$ cat config.mk
export PLATFORM = sky130hd
export DESIGN_NAME = hazard_sb
export DESIGN_NICKNAME = d
export VERILOG_FILES = /design/src/rtl/hazard_sb.sv
export SDC_FILE = /design/constraint.sdc
export NUM_CORES = 1
export LEC_CHECK = 0
export CAP_MARGIN = 10
export CORE_ASPECT_RATIO = 2
export CORE_MARGIN = 2
export CORE_UTILIZATION = 47
export DETAILED_ROUTE_END_ITERATION = 16
export GPL_TIMING_DRIVEN = 0
export PLACE_DENSITY = 0.66
export SLEW_MARGIN = 20
export SYNTH_ARGS = -nofsm -noshare
export SYNTH_HDL_FRONTEND = slang
export SYNTH_SLANG_ARGS = --single-unit
$ cat constraint.sdc
create_clock -name clk -period 7.6 [get_ports clk]
set_clock_uncertainty 0.2 [all_clocks]
set_input_delay 1.14 -clock clk [delete_from_list [all_inputs] [get_ports clk]]
set_output_delay 1.14 -clock clk [all_outputs]
set_load 0.02 [all_outputs]
$ cat src/rtl/hazard_sb.sv
// Pipeline hazard controller: load-use and long-op scoreboard stalls, redirect flushes,
// a redirect that is held across cache-miss freezes, and a data-hazard stall counter.
module hazard_sb #(
  parameter int NUM_RA = 2,
  parameter int AW     = 5,
  parameter int LAT_W  = 4,
  parameter int CNT_W  = 32
) (
  input  logic                 clk,
  input  logic                 rstn,
  input  logic                 memread_ex,
  input  logic                 rf_we_ex,
  input  logic [AW-1:0]        rf_wa_ex,
  input  logic [NUM_RA*AW-1:0] rf_ra_id,
  input  logic [NUM_RA-1:0]    rf_re_id,
  input  logic                 long_issue_ex,
  input  logic [LAT_W-1:0]     lat_ex,
  input  logic                 npc_sel_ex,
  input  logic                 inst_sram_miss,
  input  logic                 data_sram_miss,
  output logic                 stall_pc,
  output logic                 stall_if1_if2,
  output logic                 stall_if_id,
  output logic                 flush_if1_if2,
  output logic                 flush_if_id,
  output logic                 flush_id_ex,
  output logic                 stall_all,
  output logic                 sb_busy,
  output logic [CNT_W-1:0]     hz_cycles
);

  localparam int NREG = 1 << AW;

  logic [LAT_W-1:0] cnt_q [NREG];
  logic [LAT_W-1:0] cnt_d [NREG];
  logic             redir_pend_q, redir_pend_d;
  logic [CNT_W-1:0] hz_q, hz_d;

  logic             data_hz;
  logic             redirect;
  logic [LAT_W-1:0] lat_eff;
  logic [AW-1:0]    ra;

  assign stall_all = inst_sram_miss | data_sram_miss;
  assign redirect  = (npc_sel_ex | redir_pend_q) & ~stall_all;
  assign lat_eff   = (lat_ex == '0) ? LAT_W'(1) : lat_ex;

  // A counter of 1 means the result is forwardable next cycle, so only >1 stalls.
  always_comb begin
    data_hz = 1'b0;
    ra      = '0;
    for (int i = 0; i < NUM_RA; i++) begin
      ra = rf_ra_id[i*AW +: AW];
      if (rf_re_id[i] && (ra != '0)) begin
        if ((memread_ex && rf_we_ex && (rf_wa_ex == ra)) ||
            (cnt_q[ra] > LAT_W'(1)) ||
            (long_issue_ex && (rf_wa_ex == ra))) begin
          data_hz = 1'b1;
        end
      end
    end
  end

  always_comb begin
    stall_pc      = 1'b0;
    stall_if1_if2 = 1'b0;
    stall_if_id   = 1'b0;
    flush_if1_if2 = 1'b0;
    flush_if_id   = 1'b0;
    flush_id_ex   = 1'b0;
    if (redirect) begin
      flush_if1_if2 = 1'b1;
      flush_if_id   = 1'b1;
      flush_id_ex   = 1'b1;
    end else if (data_hz && !stall_all) begin
      stall_pc      = 1'b1;
      stall_if1_if2 = 1'b1;
      stall_if_id   = 1'b1;
      flush_id_ex   = 1'b1;
    end
  end

  always_comb begin
    sb_busy = 1'b0;
    for (int r = 0; r < NREG; r++) begin
      if (cnt_q[r] != '0) sb_busy = 1'b1;
    end
  end

  // A new long issue overwrites the decremented value of the same entry.
  always_comb begin
    for (int r = 0; r < NREG; r++) begin
      cnt_d[r] = cnt_q[r];
    end
    if (!stall_all) begin
      for (int r = 1; r < NREG; r++) begin
        if (cnt_q[r] != '0) cnt_d[r] = cnt_q[r] - LAT_W'(1);
      end
      if (long_issue_ex && rf_we_ex && (rf_wa_ex != '0)) begin
        cnt_d[rf_wa_ex] = lat_eff;
      end
    end
    cnt_d[0] = '0;
  end

  always_comb begin
    redir_pend_d = redir_pend_q;
    hz_d         = hz_q;
    if (stall_all) begin
      redir_pend_d = redir_pend_q | npc_sel_ex;
    end else begin
      if (redirect) redir_pend_d = 1'b0;
      if (!redirect && data_hz) hz_d = hz_q + CNT_W'(1);
    end
  end

  always_ff @(posedge clk or negedge rstn) begin
    if (!rstn) begin
      for (int r = 0; r < NREG; r++) begin
        cnt_q[r] <= '0;
      end
      redir_pend_q <= 1'b0;
      hz_q         <= '0;
    end else begin
      for (int r = 0; r < NREG; r++) begin
        cnt_q[r] <= cnt_d[r];
      end
      redir_pend_q <= redir_pend_d;
      hz_q         <= hz_d;
    end
  end

  assign hz_cycles = hz_q;

endmodule

* Word level (Yosys, flattened, before mapping)
Index checks and enable logic that the tools add are counted. W data, S select, Z words.
Operators by class: eq/ne operators 2, shifts and indexed selects 0, multiply operators 0, reduce and logical (&&, ||, !) cells 55, multiplexer cells 114, bitwise operators 7, div/mod/pow operators 0, order comparisons 6, add/sub/neg operators 32
Operators by type and width (count):
- $mux W4 | 68
- $bwmux W128 | 1
- $mux W124 | 1
- $reduce_bool A4 Y1 | 31
- $sub A4 B1 Y4 const B | 31
- $mux W1 | 41
- $bmux W4 S5 | 2
- $add A32 B1 Y32 const B | 1
- $demux W4 S5 | 1
- $ge A6 B6 Y1 const B | 3
- $not A5 Y6 | 3
- $reduce_bool A5 Y1 | 3
- $logic_and A1 B1 Y1 | 12
- $eq A5 B5 Y1 | 2
- $gt A4 B1 Y1 const B | 2
- $lt A6 B1 Y1 const B | 1
- $logic_not A4 Y1 | 1
- $logic_or A1 B1 Y1 | 4
- $logic_not A1 Y1 | 2
- $or A1 B1 Y1 | 2
- $reduce_and A2 Y1 | 1
- $reduce_bool A2 Y1 | 1
- $and A1 B1 Y1 | 1
- $not A1 Y1 | 1
Word-level totals: output and inout bits 40, RAM bits 0, word-level logic and storage cells 249, latch bits 0, input port bits 29, memory bits (read-only) 0, register bits after elaboration 157, memories kept 0

* Logic depth before layout (Yosys ltp)
Gate-level depths: netlist (run 1).
word-level depth 32, mapped depth 11, gate-level depth less buffers 8

* Worst setup path after synthesis (run 1)
Ideal clock, no wire load.
path type input -> output, from input rf_ra_id[0], to output stall_if_id, data required time 6260 ps, data arrival time 2953 ps, path buffers 3, stages on the path 8, slack 3307 ps, path through clkbuf_1 mux4_2 nor3b_2 nor4_1 a311oi_2 o22ai_2 buf_6 buf_4
Between the ends: longest elaborated chain between the ends 14, elaborated cells on any way between the ends 19, classes of those cells order compare: 1; eq/ne: 1; mux: 9; bitwise: 1; reduce/logical: 7
Ends and longest elaborated chain:
- start, declared | RTL line 14 | input logic [NUM_RA*AW-1:0] rf_ra_id,
- $not A5 Y6 (not written as such) | RTL line 56 | (cnt_q[ra] > LAT_W'(1)) ||
- $bmux W4 S5 | RTL line 56
- $mux W4 (not written as such) (2 in a row) | RTL line 56
- $gt A4 B1 Y1 | RTL line 56
- $logic_or A1 B1 Y1 | RTL line 55 | if ((memread_ex && rf_we_ex && (rf_wa_ex == ra)) ||
- $logic_or A1 B1 Y1 | RTL line 56
- $mux W1 | RTL line 55
- $mux W1 * | RTL line 54 | if (rf_re_id[i] && (ra != '0)) begin
- $mux W1 | RTL line 55
- $mux W1 * | RTL line 54
- $logic_and A1 B1 Y1 * | RTL line 75 | end else if (data_hz && !stall_all) begin
- $mux W1 * (2 in a row)
- end, declared | RTL line 23 | output logic stall_if_id,
Mark *: on every way between the ends. The rest lies on a longest branch, timed or not. The select of a mux whose other input is x is not followed.

* Final worst setup path (run 1)
from input rf_ra_id[5], to output stall_if_id
Between the ends: longest elaborated chain between the ends 12, elaborated cells on any way between the ends 17, classes of those cells order compare: 1; eq/ne: 1; mux: 7; bitwise: 1; reduce/logical: 7
Ends and longest elaborated chain:
- $not A5 Y6 (not written as such) | RTL line 56
- $bmux W4 S5 | RTL line 56
- $mux W4 (not written as such) (2 in a row) | RTL line 56
- $gt A4 B1 Y1 | RTL line 56
- $logic_or A1 B1 Y1 | RTL line 55
- $logic_or A1 B1 Y1 | RTL line 56
- $mux W1 | RTL line 55
- $mux W1 * | RTL line 54
- $logic_and A1 B1 Y1 * | RTL line 75
- $mux W1 * | RTL line 75
- $mux W1 * | RTL line 71 | if (redirect) begin
Marked as above.

==> out/summary.txt, run 1 <==
Starting Density - 47.5%
Ys Warns - 0
first-pass GRT wire length - 58.9 mm
fillers - 2,020
DRT antenna net count - 0
most frequent cells in the layout - 157 x dfrtp_1, 143 x o21ai_0, 131 x a21oi_1
crit start category - primary input
H-tree depth - 4
Hold Crit Class - reg2reg
post-synth top area cell - dfrtp_1
setup slack at placement - 1850 ps
Layout Nets - 1,444
period utilization - 77.2%
cells taking the most area after synthesis - dfrtp_1 38%, o21ai_0 6.9%, a21oi_1 6.3%, nor3_1 4.6%, nand2_1 4.6%
Comb pwr share - 42.3%
Reg-to-Reg End - hz_cycles[5]$_DFFE_PN0P_
cts bufs inserted - 17
clock share of power - 20.8%
Fmax - 171 MHz
cts hold-fix bufs - 0
clock root buffer - clkbuf_16
total power - 0.00416 W
Slew Viols, Final - 0
final worst slack - 1740 ps
placer's final routability congestion estimate - 1.04
cell row count - 77
postcts setup bufs - 0
initial antenna violation count - 0
IO Pins - 69
Synth Net Count - 1,362
Setup CP Type - in2out
1st-iter DRT viols - 1,037
Sequential Power Share - 36.9%
Psw - 0.00175 W
CTS resizes - 0
post-route insts no fill - 1,666
DRC - 0
syn avg cell area - 8.02 sq um
Internal Power - 0.00241 W
die extent in x - 109 um
Via-to-Cell Ratio - 6.38
Least-Margin Pin Slew - 1020 ps
CTS sink cnt - 157
layout cell share with drive strength beyond 1 - 3.88%
commonest non-fill, non-tap cell in the layout - dfrtp_1
Max-cap violations - 0
largest vdd supply drop - 0.000228 V
arrival time at the worst endpoint - 4520 ps
Worst EP required - 6260 ps
RR Startpoint - cnt_q[97]$_DFFE_PN0N_
register bit total from synthesis - 157
P_leak - 4.78 nW
sequential fraction of the synthesis area - 37.8%
worst skew pair latency - 460 ps
final setup vio count - 0
final wirelength - 37.4 mm
Distinct cells, synth - 55
top_reg_cell synth - dfrtp_1
Cells after Synth - 1,295
wire per inst - 22.5 um
vias in the first global route - 10,400
die area - 23,400 sq um
final core occ - 54.7%
Max Fanout on Critical Path - 12
Placed Cells - 1,634
die outline height - 214 um
share of flip-flops with an asynchronous set or reset - 100%
total number of vias - 10,600
final hold violation count - 0
Crit. End Element - output port
number of flops mapped to enable cells by yosys - 0
largest net degree at the start of global routing - 91
top-area cell type share of the netlist area - 37.8%
Reg clk slew, reported paths - 60 ps
crit path capture - stall_if_id
maximum root-to-sink buffer count - 2
synthesized area - 10,400 sq um
RSZ-0062 raised after global routing - false
drt first pass iters - 6
r2r setup slk - 4250 ps
worst setup path start - rf_ra_id[5]
DP HPWL - 26.9 mm
status - finished, final reports clean
max_slew headroom - 31.8%
Power per Cell Area - 348 nW/um^2
GRT Util Overall - 33.3%
n_diodes - 0
sw frac - 42.0%
R2R cell count - 9
Area growth, synth to finish - 15.2%
CORE AREA - 21,900 sq um
final period demand of the worst path - 5860 ps
Remaining Overflow, GRT - 0
CTS tree - done
I/O Buffers - 62
==> layout make-up <==
class,instances,area [sq um],share of cell area (%)
Clock inverter,13,143,1.19
Timing Repair Buffer,63,653,5.46
Buffer,67,290,2.43
Multi-Input combinational cell,990,5860,49.0
Tap cell,276,345,2.89
Clock buffer,19,433,3.62
Inverter,81,304,2.54
Sequential cell,157,3930,32.9
==> cells by family after synthesis <==
| logic type | Yosys count | synth area share, % |
|---|---|---|
| and+or+nand+nor | 518 | 26.0 |
| AOI/OAI and AO/OA | 390 | 21.8 |
| adders and majority gates | 38 | 4.58 |
| buffers and inverters | 148 | 5.73 |
| DFF | 157 | 37.8 |
| muxes | 3 | 0.542 |
| xor gates and xnor gates | 41 | 3.46 |
==> worst max-delay path, stage by stage <==
cell,delay (ps)
clkdlybuf4s50_1,620
clkbuf_1,450
nand3_1,140
a31o_2,260
a311oi_1,340
nor4_1,150
o22ai_2,480
buf_6,230
buf_4,120
clkdlybuf4s50_1,590
==> worst min-delay path by stage <==
stage                                          from                   endpoint  slack [ps]  cells past startpoint
final                     hz_cycles[31]$_DFFE_PN0P_  hz_cycles[31]$_DFFE_PN0P_         270                      1
after global routing      hz_cycles[31]$_DFFE_PN0P_  hz_cycles[31]$_DFFE_PN0P_         310                      1
after CTS                 hz_cycles[31]$_DFFE_PN0P_  hz_cycles[31]$_DFFE_PN0P_         280                      1
after detailed placement  hz_cycles[31]$_DFFE_PN0P_  hz_cycles[31]$_DFFE_PN0P_         270                      1
after global placement    hz_cycles[31]$_DFFE_PN0P_  hz_cycles[31]$_DFFE_PN0P_         260                      1
after floorplan              cnt_q[103]$_DFFE_PN0N_     cnt_q[103]$_DFFE_PN0N_         270                      2
==> Yosys cell counts (3+ instances only) <==
library cell,count
and2_1,3
nor3b_1,24
dfrtp_1,157
nor2b_1,5
nand4_1,24
buf_6,3
xor2_1,9
a32oi_1,7
o22ai_1,33
or3_1,15
o21ai_0,143
buf_2,4
a21oi_1,131
or4_1,3
ha_1,38
nor4b_1,17
nor4bb_1,5
inv_1,80
nor3_1,96
nor4_1,37
and4_1,3
o22a_1,20
nand2b_1,8
nor2_1,93
nand3_1,24
and4b_1,14
nand2_1,128
a311oi_1,4
a211oi_1,7
or2_2,3
o211ai_1,3
and3_1,14
a22oi_1,20
a31oi_1,5
xnor2_1,32
clkbuf_1,55
buf_4,3
==> through the flow <==
stage                     hold WS (ps)  instance area (sq um)  setup TNS, ps
after floorplan                    271                  10400              0
after global placement             265                  11300        -243630
after detailed placement           272                  11400              0
after CTS                          284                  12000              0
after global routing               307                  12000              0
final                              274                  12000              0
==> flip-flops by register name, summed over array words and instances, names as in the netlist <==
signal / flops
cnt_q: 124
redir_pend_q: 1
hz_cycles: 32
==> power groups by stage <==
stage               registers [W]  logic [W]  clock network [W]
finish                    0.00154    0.00176           0.000865
global route              0.00159    0.00200           0.000912
CTS                       0.00152    0.00175           0.000879
detailed placement        0.00153    0.00174                  0
global placement          0.00151    0.00166                  0
floorplan                 0.00144    0.00131                  0
==> routing by layer <==
layer  part of all wire [%]  global-route usage [%]  vias to the layer above
li1                       -                       -                     4928
met1                     40                    42.9                     5114
met2                     47                    50.6                      459
met3                    6.9                    7.08                      135
met4                    5.9                    19.7                        0
met5                      0                       0                        -
Power figures use the tool's default switching activity.
==> run 2, diff against run 1 <==
--- a/config.mk
+++ b/config.mk
@@ -11,7 +11,7 @@
 export CORE_UTILIZATION = 47
 export DETAILED_ROUTE_END_ITERATION = 16
 export GPL_TIMING_DRIVEN = 0
-export PLACE_DENSITY = 0.66
+export PLACE_DENSITY = 0.68
 export SLEW_MARGIN = 20
 export SYNTH_ARGS = -nofsm -noshare
 export SYNTH_HDL_FRONTEND = slang
==> constraint.sdc (replaced) <==
create_clock -name clk -period 5.3 [get_ports clk]
set_clock_uncertainty 0.2 [all_clocks]
set_input_delay 0.795 -clock clk [delete_from_list [all_inputs] [get_ports clk]]
set_output_delay 0.795 -clock clk [all_outputs]
set_load 0.02 [all_outputs]
==> run 2 against run 1 <==
  * First-iteration DRC count grew 13%
  * Sequential share of layout area is essentially flat
  * Critical path depth shrank 1
  * Non-clock buffer count is the same
  * Core utilization is essentially flat
  * Hold slack lost 180 ps
  * Count of clock-buffer cells in the layout is the same
  * Global-route usage shrank 0.56 points
  * Routed wire length shrank 0.12%
  * Setup slack lost 1500 ps
  * Register-to-register slack lost 2300 ps
  * Critical path type unchanged
  * Critical endpoint is now stall_pc
  * Largest power group unchanged
==> out/summary.txt, run 2 (synthesis gave the netlist of run 1 again) <==
clock root buffer - clkbuf_16
largest vdd supply drop - 0.000349 V
Reg clk slew, reported paths - 70 ps
most frequent cells in the layout - 157 x dfrtp_1, 143 x o21ai_0, 131 x a21oi_1
crit path capture - stall_pc
Area growth, synth to finish - 15.2%
total number of vias - 10,800
layout cell share with drive strength beyond 1 - 3.88%
number of flip-flops in the largest register - 124
I/O Buffers - 62
wire per inst - 22.4 um
DRC - 0
postcts setup bufs - 0
Layout Nets - 1,444
Crit. End Element - output port
final period demand of the worst path - 5100 ps
fillers - 2,012
period utilization - 96.2%
cts hold-fix bufs - 0
status - finished, final reports clean
vias in the first global route - 10,400
worst skew pair latency - 470 ps
Slew Viols, Final - 0
Remaining Overflow, GRT - 0
Worst EP required - 4300 ps
CORE AREA - 21,900 sq um
DP HPWL - 26.4 mm
r2r setup slk - 1970 ps
Least-Margin Pin Slew - 1030 ps
first-pass GRT wire length - 58.0 mm
P_leak - 4.78 nW
arrival time at the worst endpoint - 4100 ps
Max-cap violations - 0
register with the most flip-flops - cnt_q
RSZ-0062 raised after global routing - false
R2R cell count - 9
CTS resizes - 0
max_slew headroom - 31.1%
final core occ - 54.7%
1st-iter DRT viols - 1,173
placer's final routability congestion estimate - 0.998
Reg-to-Reg End - hz_cycles[26]$_DFFE_PN0P_
final setup vio count - 0
die extent in x - 109 um
Via-to-Cell Ratio - 6.48
largest net degree at the start of global routing - 84
final hold violation count - 0
IO Pins - 69
crit start category - primary input
die area - 23,400 sq um
RR Startpoint - cnt_q[99]$_DFFE_PN0N_
post-route insts no fill - 1,666
final wirelength - 37.4 mm
die outline height - 214 um
Setup CP Type - in2out
commonest non-fill, non-tap cell in the layout - dfrtp_1
CTS sink cnt - 157
Starting Density - 47.5%
CTS tree - done
Power per Cell Area - 502 nW/um^2
Hold Crit Class - in2async
cell row count - 77
DRT antenna net count - 0
maximum root-to-sink buffer count - 2
Max Fanout on Critical Path - 12
worst setup path start - rf_ra_id[5]
initial antenna violation count - 0
Placed Cells - 1,634
cts bufs inserted - 17
drt first pass iters - 7
Fmax - 196 MHz
GRT Util Overall - 32.7%
H-tree depth - 4
n_diodes - 0
==> run 2: through the flow <==
stage	setup WS (ps)	total power, W	setup TNS (ps)	area (sq um)	hold slack, ps
4_1_cts	92.8	0.00594	0	12000	128
3_5_place_dp	91.1	0.00469	0	11400	270
6_report	204	0.00600	0	12000	91.7
3_3_place_gp	-3490	0.00453	-544310	11300	265
2_1_floorplan	1700	0.00394	0	10400	271
5_1_grt	165	0.00642	0	12000	154
==> run 2: worst min-delay path by stage <==
stage,from,to,slack (ps),depth (start not counted)
finish,rstn,cnt_q[69]$_DFFE_PN0N_,90,1
detailed placement,hz_cycles[31]$_DFFE_PN0P_,hz_cycles[31]$_DFFE_PN0P_,270,1
floorplan,cnt_q[103]$_DFFE_PN0N_,cnt_q[103]$_DFFE_PN0N_,270,2
global placement,hz_cycles[31]$_DFFE_PN0P_,hz_cycles[31]$_DFFE_PN0P_,260,1
global route,rstn,cnt_q[65]$_DFFE_PN0N_,150,1
CTS,rstn,cnt_q[65]$_DFFE_PN0N_,130,1
==> run 2: area by class of cell <==
type / count / area, sq um / area share [%]
Buffer: 67 / 292 / 2.44
Sequential cell: 157 / 3930 / 32.9
Tap cell: 276 / 345 / 2.89
Inverter: 81 / 304 / 2.54
Multi-Input combinational cell: 990 / 5860 / 49.0
Clock buffer: 19 / 433 / 3.62
Timing Repair Buffer: 63 / 653 / 5.46
Clock inverter: 13 / 141 / 1.18
==> run 2: worst max-delay path, stage by stage <==
cell,delay (ps)
clkdlybuf4s50_1,580
clkbuf_2,300
a2111oi_0,540
a311oi_1,120
nor4_1,520
o22ai_2,330
buf_6,240
buf_4,130
clkdlybuf4s50_1,530
==> run 2: per-layer routing <==
layer,GRT usage [%],up-vias,wire (um)
li1,-,4915,-
met1,42.8,5184,14600
met2,50.0,567,17400
met3,6.38,124,3330
met4,18.5,0,2060
met5,0,-,0
==> run 2: power by group <==
group | leakage (nW) | internal [W] | switching (W)
Combinational | 2.53 | 0.00112 | 0.00143
Clock | 0.274 | 0.000694 | 0.000549
Sequential | 1.98 | 0.00165 | 0.000561
Total | 4.78 | 0.00346 | 0.00254
